$ cat config.mk
export PLATFORM = sky130hd
export DESIGN_NAME = clr_skid_buffer
export DESIGN_NICKNAME = d
export VERILOG_FILES = /design/src/rtl/clr_skid_buffer.sv
export SDC_FILE = /design/constraint.sdc
export NUM_CORES = 1
export LEC_CHECK = 0
export ABC_AREA = 1
export CAP_MARGIN = 20
export CELL_PAD_IN_SITES_DETAIL_PLACEMENT = 1
export CELL_PAD_IN_SITES_GLOBAL_PLACEMENT = 1
export CORE_UTILIZATION = 30
export DETAILED_ROUTE_END_ITERATION = 10
export GPL_ROUTABILITY_DRIVEN = 0
export GPL_TIMING_DRIVEN = 0
export PLACE_DENSITY = 0.66
export REMOVE_ABC_BUFFERS = 1
export SYNTH_ARGS = -nofsm -noshare
export SYNTH_HDL_FRONTEND = slang
export SYNTH_SLANG_ARGS = --single-unit
$ cat constraint.sdc
create_clock -name clk -period 1.7 [get_ports clk]
set_clock_uncertainty 0.2 [all_clocks]
set_input_delay 0.425 -clock clk [delete_from_list [all_inputs] [get_ports clk]]
set_output_delay 0.425 -clock clk [all_outputs]
set_load 0.02 [all_outputs]
$ cat src/rtl/clr_skid_buffer.sv
// Two-entry valid/ready register slice with synchronous clear.
// Upstream ready comes only from registered occupancy, so there is no iRdy->oRdy path.
module clr_skid_buffer #(
    parameter int unsigned           WIDTH    = 32,
    parameter logic [WIDTH-1:0]      INI_DATA = '0
) (
    input  logic             clk,
    input  logic             rst,
    input  logic             iClr,
    input  logic             iVld,
    input  logic [WIDTH-1:0] iDat,
    output logic             oRdy,
    output logic             oVld,
    output logic [WIDTH-1:0] oDat,
    input  logic             iRdy,
    output logic [1:0]       oCnt
);

    // Encoding equals occupancy so oCnt is the state register itself.
    typedef enum logic [1:0] {
        EMPTY = 2'd0,
        ONE   = 2'd1,
        FULL  = 2'd2
    } stateT;

    stateT            state;
    stateT            stateNxt;
    logic [WIDTH-1:0] mainQ;
    logic [WIDTH-1:0] mainNxt;
    logic [WIDTH-1:0] skidQ;
    logic [WIDTH-1:0] skidNxt;
    logic             acc;
    logic             pop;

    assign oVld = (state != EMPTY);
    assign oRdy = (state != FULL);
    assign oCnt = state;
    assign oDat = mainQ;

    assign acc = iVld & oRdy;
    assign pop = oVld & iRdy;

    always_ff @(posedge clk or negedge rst) begin
        if (!rst) begin
            state <= EMPTY;
            mainQ <= INI_DATA;
            skidQ <= INI_DATA;
        end else begin
            state <= stateNxt;
            mainQ <= mainNxt;
            skidQ <= skidNxt;
        end
    end

    always_comb begin
        stateNxt = state;
        mainNxt  = mainQ;
        skidNxt  = skidQ;
        if (iClr) begin
            // Flush wins over any concurrent accept or pop.
            stateNxt = EMPTY;
            mainNxt  = INI_DATA;
            skidNxt  = INI_DATA;
        end else begin
            unique case (state)
                EMPTY: begin
                    if (acc) begin
                        mainNxt  = iDat;
                        stateNxt = ONE;
                    end
                end
                ONE: begin
                    if (acc && pop) begin
                        mainNxt = iDat;
                    end else if (acc) begin
                        skidNxt  = iDat;
                        stateNxt = FULL;
                    end else if (pop) begin
                        stateNxt = EMPTY;
                    end
                end
                FULL: begin
                    if (pop) begin
                        mainNxt  = skidQ;
                        stateNxt = ONE;
                    end
                end
                default: stateNxt = EMPTY;
            endcase
        end
    end

endmodule

==> results of run 1 <==
how the worst max path moves through the flow:
stage	startpoint	slack [ps]	to
after floorplan	iClr	-1210	skidQ[0]
after global placement	iClr	-3290	skidQ[13]
after detailed placement	iVld	-1590	oDat[3]
after CTS	oCnt[1]	-120	oDat[7]
after global routing	oCnt[0]	-250	oDat[10]
final	oCnt[1]	-160	oDat[24]
synthesized netlist by cell type (all sizes together):
| cell type | count |
|---|---|
| buf | 23 |
| clkbuf | 6 |
| dfrtp | 66 |
| inv | 40 |
| nand2 | 136 |
| nand3 | 67 |
| nand4 | 3 |
| nor2 | 70 |
| o21ai | 33 |
registers in the layout (all words and copies together) (netlist names):
register / count
oDat: 32
skidQ: 32
oCnt: 2
worst reg2reg max path, stage by stage (launching register included):
cell and delay [ps]:
dfrtp_2 440, buf_6 130, inv_4 60, nand4_1 210, nand2_4 170, buf_16 130, nand3_4 110, clkbuf_16 200
nand2_2 60, nand2_1 50
repair_timing:
item | 4_1_cts | 5_1_grt
pin swaps | 10 | 16
cloned | 6 | 3
endpoints found under the setup margin | 102 | 92
buffers inserted | 21 | 11
hold endpoints to repair | 19 | 0
hold buffers | 1 | 0
gates resized for setup | 119 | 116
final cells by class:
| class | count | area [um2] |
|---|---|---|
| flip-flops and latches | 66 | 1650 |
| multi-input cells | 313 | 1660 |
| fillers | 1264 | 5310 |
| repair buffers | 113 | 1200 |
| clock buffers | 12 | 165 |
| clock inverters | 4 | 72.6 |
| inverters | 40 | 185 |
| well taps | 136 | 170 |
| repair inverters | 1 | 6.26 |
power by group through the flow:
stage | clock (uW) | sequential [uW] | combinational [uW]
6_report | 1590 | 1790 | 1210
2_1_floorplan | 0 | 1930 | 307
4_1_cts | 1620 | 1770 | 1080
5_1_grt | 1690 | 1810 | 1300
3_3_place_gp | 0 | 1800 | 885
3_5_place_dp | 0 | 1800 | 939
logic make-up (layout without fill, tap and decap cells):
| logic type | after synthesis | in the layout | synth area share [%] |
|---|---|---|---|
| compound gates | 33 | 33 | 5.08 |
| buf+inv | 69 | 170 | 9.27 |
| flops | 66 | 66 | 50.8 |
| simple gates | 276 | 280 | 34.9 |
routing by layer:
layer / vias to the layer above / GRT usage, % / wire length (um)
met5: - / 0 / 0
met4: 0 / 4.37 / 104
met3: 12 / 3.62 / 521
met2: 75 / 36.3 / 6180
met1: 1731 / 28.5 / 5610
li1: 1587 / - / -
through the flow:
stage	instances	total power [uW]	hold slack [ps]	setup TNS [ps]	area, um2
6_report	685	4590	285	-5130	5110
5_1_grt	685	4800	305	-9590	5110
4_1_cts	672	4470	281	-3330	4740
3_5_place_dp	629	2740	144	-96830	4140
3_3_place_gp	623	2690	261	-351670	3990
2_1_floorplan	415	2230	-70.6	-66120	3100
==> flow_summary_export.csv, run 1 <==
group,metric,value,unit
die,die_w,106,um
die,initial_core_util,31.2,%
worst_setup_path,worstRegToRegCells,9,
grt,grt_max_degree,48,
final_layout,antennaDiodeCount,0,
synthesis,synthesis.area,3250,um2
clock_network,clk_pin_slew_worst_paths,80,ps
worst_setup_path,cpMaxStageDelayCell,"dfrtp_2",
pwr,power_frac_seq,39.1,%
die,die_h,106,um
run,drv_cap,0,
worst_setup_path,worst-path-stages,9,
placement,hpwlAfterDp,6.00,mm
drt,wire_per_inst,18.1,um
worst_setup_path,crit_fanout,6,
drt,routed_wl,12.4,mm
drt,ant_nets,0,
final_layout,fin_util,49.1,%
clock_network,cts.sinks,66,
pwr,p_sw,1440,uW
pwr,clkPwrFrac,34.6,%
grt,grt_usage,21.4,%
worst_setup_path,crit_type,"register to register",
clock_network,clk_latency,350,ps
grt,grt_pass1_vias,3466,
min_path,hold_class,"register to register",
sta,period_share,110,%
sta,tightest_slew,352,ps
worst_setup_path,path_delay_family,"simple AND/OR/NAND/NOR gates",
sta,maxSlewHeadroom,76.5,%
die,core,10400,um2
clock_network,cts_buffers,9,
worst_setup_path,rrSetupSlack,-160,ps
worst_setup_path,cp_slowest_stage_delay,440,ps
drt,drt_drc_violations_left,0,
drt,via_count,3405,
sta,rsz0062_at_grt,"yes",
die,die_area,11300,um2
pwr,power_density,898,nW/um2
die,io_pins,73,
clock_network,clockBufferDepth,2,
min_path,whs_endpoint,"oDat[29]",
clock_network,cts_tree,"yes",
min_path,whs_path_depth,2,
placement,numPortBuffers,72,
worst_setup_path,critical_path_required,1740,ps
grt,grt_remaining_overflow,0,
synthesis,yosysTopAreaCellShare,50.8,%
pwr,combPwrFrac,26.3,%
worst_setup_path,crit_chain,"buf_6, inv_4, nand4_1, nand2_4, buf_16, nand3_4, clkbuf_16, nand2_2, nand2_1",
worst_setup_path,crit_buf_inv,4,
pwr,p_int,3150,uW
drt,first_pass_iters,4,
worst_setup_path,worstSetupStartpointType,"register",
worst_setup_path,crit_path_end_kind,"register",
synthesis,synth_largest_area_cell,"dfrtp_1",
synthesis,synth.distinct_cells,16,
synthesis,synth_area_leaders,"dfrtp_1 51%, nand2_1 16%, nand3_1 10%",
clock_network,cts_root_buffer,"clkbuf_8",
pwr,ir_drop,0.393,mV
final_layout,syn2layout_area_growth,57.1,%
grt,antenna_found_initial,0,
final_layout,final_nets,581,
synthesis,synthCells,444,
pwr,p_sw_share,31.4,%
final_layout,final_cell_mix,"111 x nand2_1, 68 x nor2_1, 65 x dfrtp_1, 58 x nand3_1, 36 x inv_1",
placement,pre_cts_ws,-1590,ps
status,violations,"negative setup slack",
sta,finalHoldViolations,0,
status,status,"finished with violations",
sta,setup_slack,-164,ps
drt,drtIter0Drc,112,
die,rows,37,
synthesis,syn_avg_cell_area,7.33,um2
worst_setup_path,regToRegStartpoint,"oCnt[1]",
final_layout,drive_gt1_share,27.5,%
synthesis,synth.ff_latch_count,66,
worst_setup_path,r2r_end,"oDat[24]",
sta,period_minus_slack,1860,ps
synthesis,ys_warn_count,0,
drt,vias_per_cell,4.97,
clock_network,cts-htree-levels,3,
worst_setup_path,worstPathArrival,1910,ps
sta,max_freq,0.537,GHz
pwr,leakage,0.00282,uW
grt,grt_pass1_wl,18.5,mm
min_path,hold_path_startpoint,"oDat[29]",
final_layout,final_common_cell,"nand2_1",
sta,maxSlewViolCount,0,
synthesis,ys_seq_area_share,50.8,%
sta,setup_viol,59,
Power figures use the tool's default switching activity.
==> run 2, diff against run 1 <==
CTS_BUF_LIST = sky130_fd_sc_hd__clkbuf_8   (was default)
CTS_CLUSTER_DIAMETER = 60   (was default)
==> results of run 2 <==
No change in the layout: final DEF, timing and power equal those of run 1.
==> run 3, diff against run 2 <==
TNS_END_PERCENT = 5   (was default)
==> run 3 against run 2 <==
Net effect:
- the flow still finishes with violations (negative setup slack)
- routed wire length down 5.2%
- non-clock buffer count down 4
- first-iteration DRC count down 9.8%
- count of clock-buffer cells in the layout unchanged
- sequential power about the same
- critical path depth down 6
==> flow_summary_export.csv, run 3 (synthesis gave the netlist of run 1 again) <==
group,metric,value,unit
final_layout,final_cell_mix,"133 x nand2_1, 67 x nor2_1, 65 x dfrtp_1, 45 x nand3_1, 36 x inv_1",
pwr,power_density,911,nW/um2
sta,rsz0062_at_grt,"yes",
grt,antenna_found_initial,0,
clock_network,clockBufferDepth,2,
pwr,leakage,0.00267,uW
sta,setup_slack,-82.9,ps
worst_setup_path,worstSetupStartpointType,"register",
final_layout,final_common_cell,"nand2_1",
die,initial_core_util,31.2,%
final_layout,syn2layout_area_growth,51.7,%
final_layout,drive_gt1_share,19.1,%
drt,wire_per_inst,17.3,um
drt,vias_per_cell,4.87,
final_layout,final_nets,577,
clock_network,cts_root_buffer,"clkbuf_8",
placement,numPortBuffers,72,
sta,maxSlewViolCount,0,
final_layout,antennaDiodeCount,0,
sta,setup_viol,58,
clock_network,clk_pin_slew_worst_paths,90,ps
drt,ant_nets,0,
grt,grt_max_degree,48,
pwr,ir_drop,0.380,mV
sta,maxSlewHeadroom,78.2,%
final_layout,multi_input_area,1530,um2
min_path,hold_class,"register to register",
grt,grt_usage,21.4,%
die,die_area,11300,um2
clock_network,cts-htree-levels,3,
grt,grt_pass1_wl,18.5,mm
sta,period_minus_slack,1780,ps
worst_setup_path,worstPathArrival,1160,ps
final_layout,fillers,1262,
pwr,power.total,4500,uW
sta,max_freq,0.561,GHz
drt,via_count,3314,
clock_network,cts.sinks,66,
worst_setup_path,crit_type,"register to output pin",
status,violations,"negative setup slack",
die,core,10400,um2
clock_network,cts_buffers,9,
sta,period_share,105,%
worst_setup_path,regToRegStartpoint,"oCnt[1]",
die,io_pins,73,
final_layout,seq_area,1650,um2
sta,finalHoldViolations,0,
placement,pre_cts_ws,-1590,ps
worst_setup_path,crit_fanout,5,
die,die_w,106,um
worst_setup_path,critical_path_required,1070,ps
drt,drt_drc_violations_left,0,
drt,first_pass_iters,4,
sta,tightest_slew,326,ps
die,rows,37,
placement,dp_cells,629,
clock_network,clk_latency,350,ps
status,status,"finished with violations",
drt,drtIter0Drc,101,
worst_setup_path,startpoint,"oCnt[1]",
final_layout,fin_cells,681,
grt,grt_pass1_vias,3516,
drt,routed_wl,11.8,mm
clock_network,cts_tree,"yes",
worst_setup_path,crit_path_end_kind,"output pin",
die,die_h,106,um
min_path,hold_path_startpoint,"oDat[14]",
run,drv_cap,0,
placement,hpwlAfterDp,6.00,mm
grt,grt_remaining_overflow,0,
-- run 3: cell count changes in the layout (fill, tap and decap cells not counted), sizes merged --
cell	before	now
clkbuf	26	17
buf	42	38
clkdlybuf4s15	19	23
dlygate4sd2	4	8
bufbuf	0	1
-- run 3: where the power goes --
part | internal [uW] | switching, uW
sequential | 1700 | 79.5
combinational | 477 | 646
clock | 945 | 649
-- run 3: final timing paths --
kind / end / cells past startpoint / slack (ps)
worst max-delay path: oVld / 3 / -80
worst min-delay path: oDat[14] / 2 / 270
worst max register to register: oDat[7] / 8 / -70
worst min register to register: oDat[14] / 2 / 270
max in group asynchronous: skidQ[9] / 3 / 410
min in group asynchronous: oCnt[0] / 2 / 310
-- run 3: timing repair --
item                                    in CTS  in global routing
pin swaps                                    8                  5
endpoints found under the hold margin       19                  0
endpoints found under the setup margin     102                 91
gates resized for setup                     76                 88
hold buffers                                 1                  0
setup buffers                               18                  9
cloned                                       6                  3
-- run 3: area by class of cell --
class	count	area share, %
Inverter	40	3.70
Timing Repair inverter	1	0.127
Sequential cell	66	33.5
Timing Repair Buffer	109	23.4
Multi-Input combinational cell	313	31.0
Tap cell	136	3.45
Clock inverter	4	1.47
Clock buffer	12	3.35
-- run 3: metrics by stage --
| step | setup TNS (ps) | utilization [%] | instance area (um2) | hold slack [ps] |
|---|---|---|---|---|
| CTS | -1520 | 44.9 | 4680 | 281 |
| floorplan | -66120 | - | 3100 | -70.6 |
| detailed placement | -96830 | 39.7 | 4140 | 144 |
| finish | -1710 | 47.4 | 4940 | 275 |
| global placement | -351670 | 38.3 | 3990 | 261 |
| global route | -5940 | 47.4 | 4940 | 295 |
-- run 3: critical path, cell delays in order, from the launching register on --
cell and delay (ps):
dfrtp_2 490, inv_2 110, nand2_1 60, buf_2 150
-- run 3: per-layer routing --
metal / GRT usage [%] / up-vias / part of all wire (%) / wire length (um)
li1: - / 1578 / - / -
met3: 4.29 / 19 / 4.3 / 503
met2: 35.9 / 81 / 48 / 5700
met4: 5.85 / 0 / 1.5 / 171
met5: 0 / - / 0 / 0
met1: 28.0 / 1636 / 46 / 5410
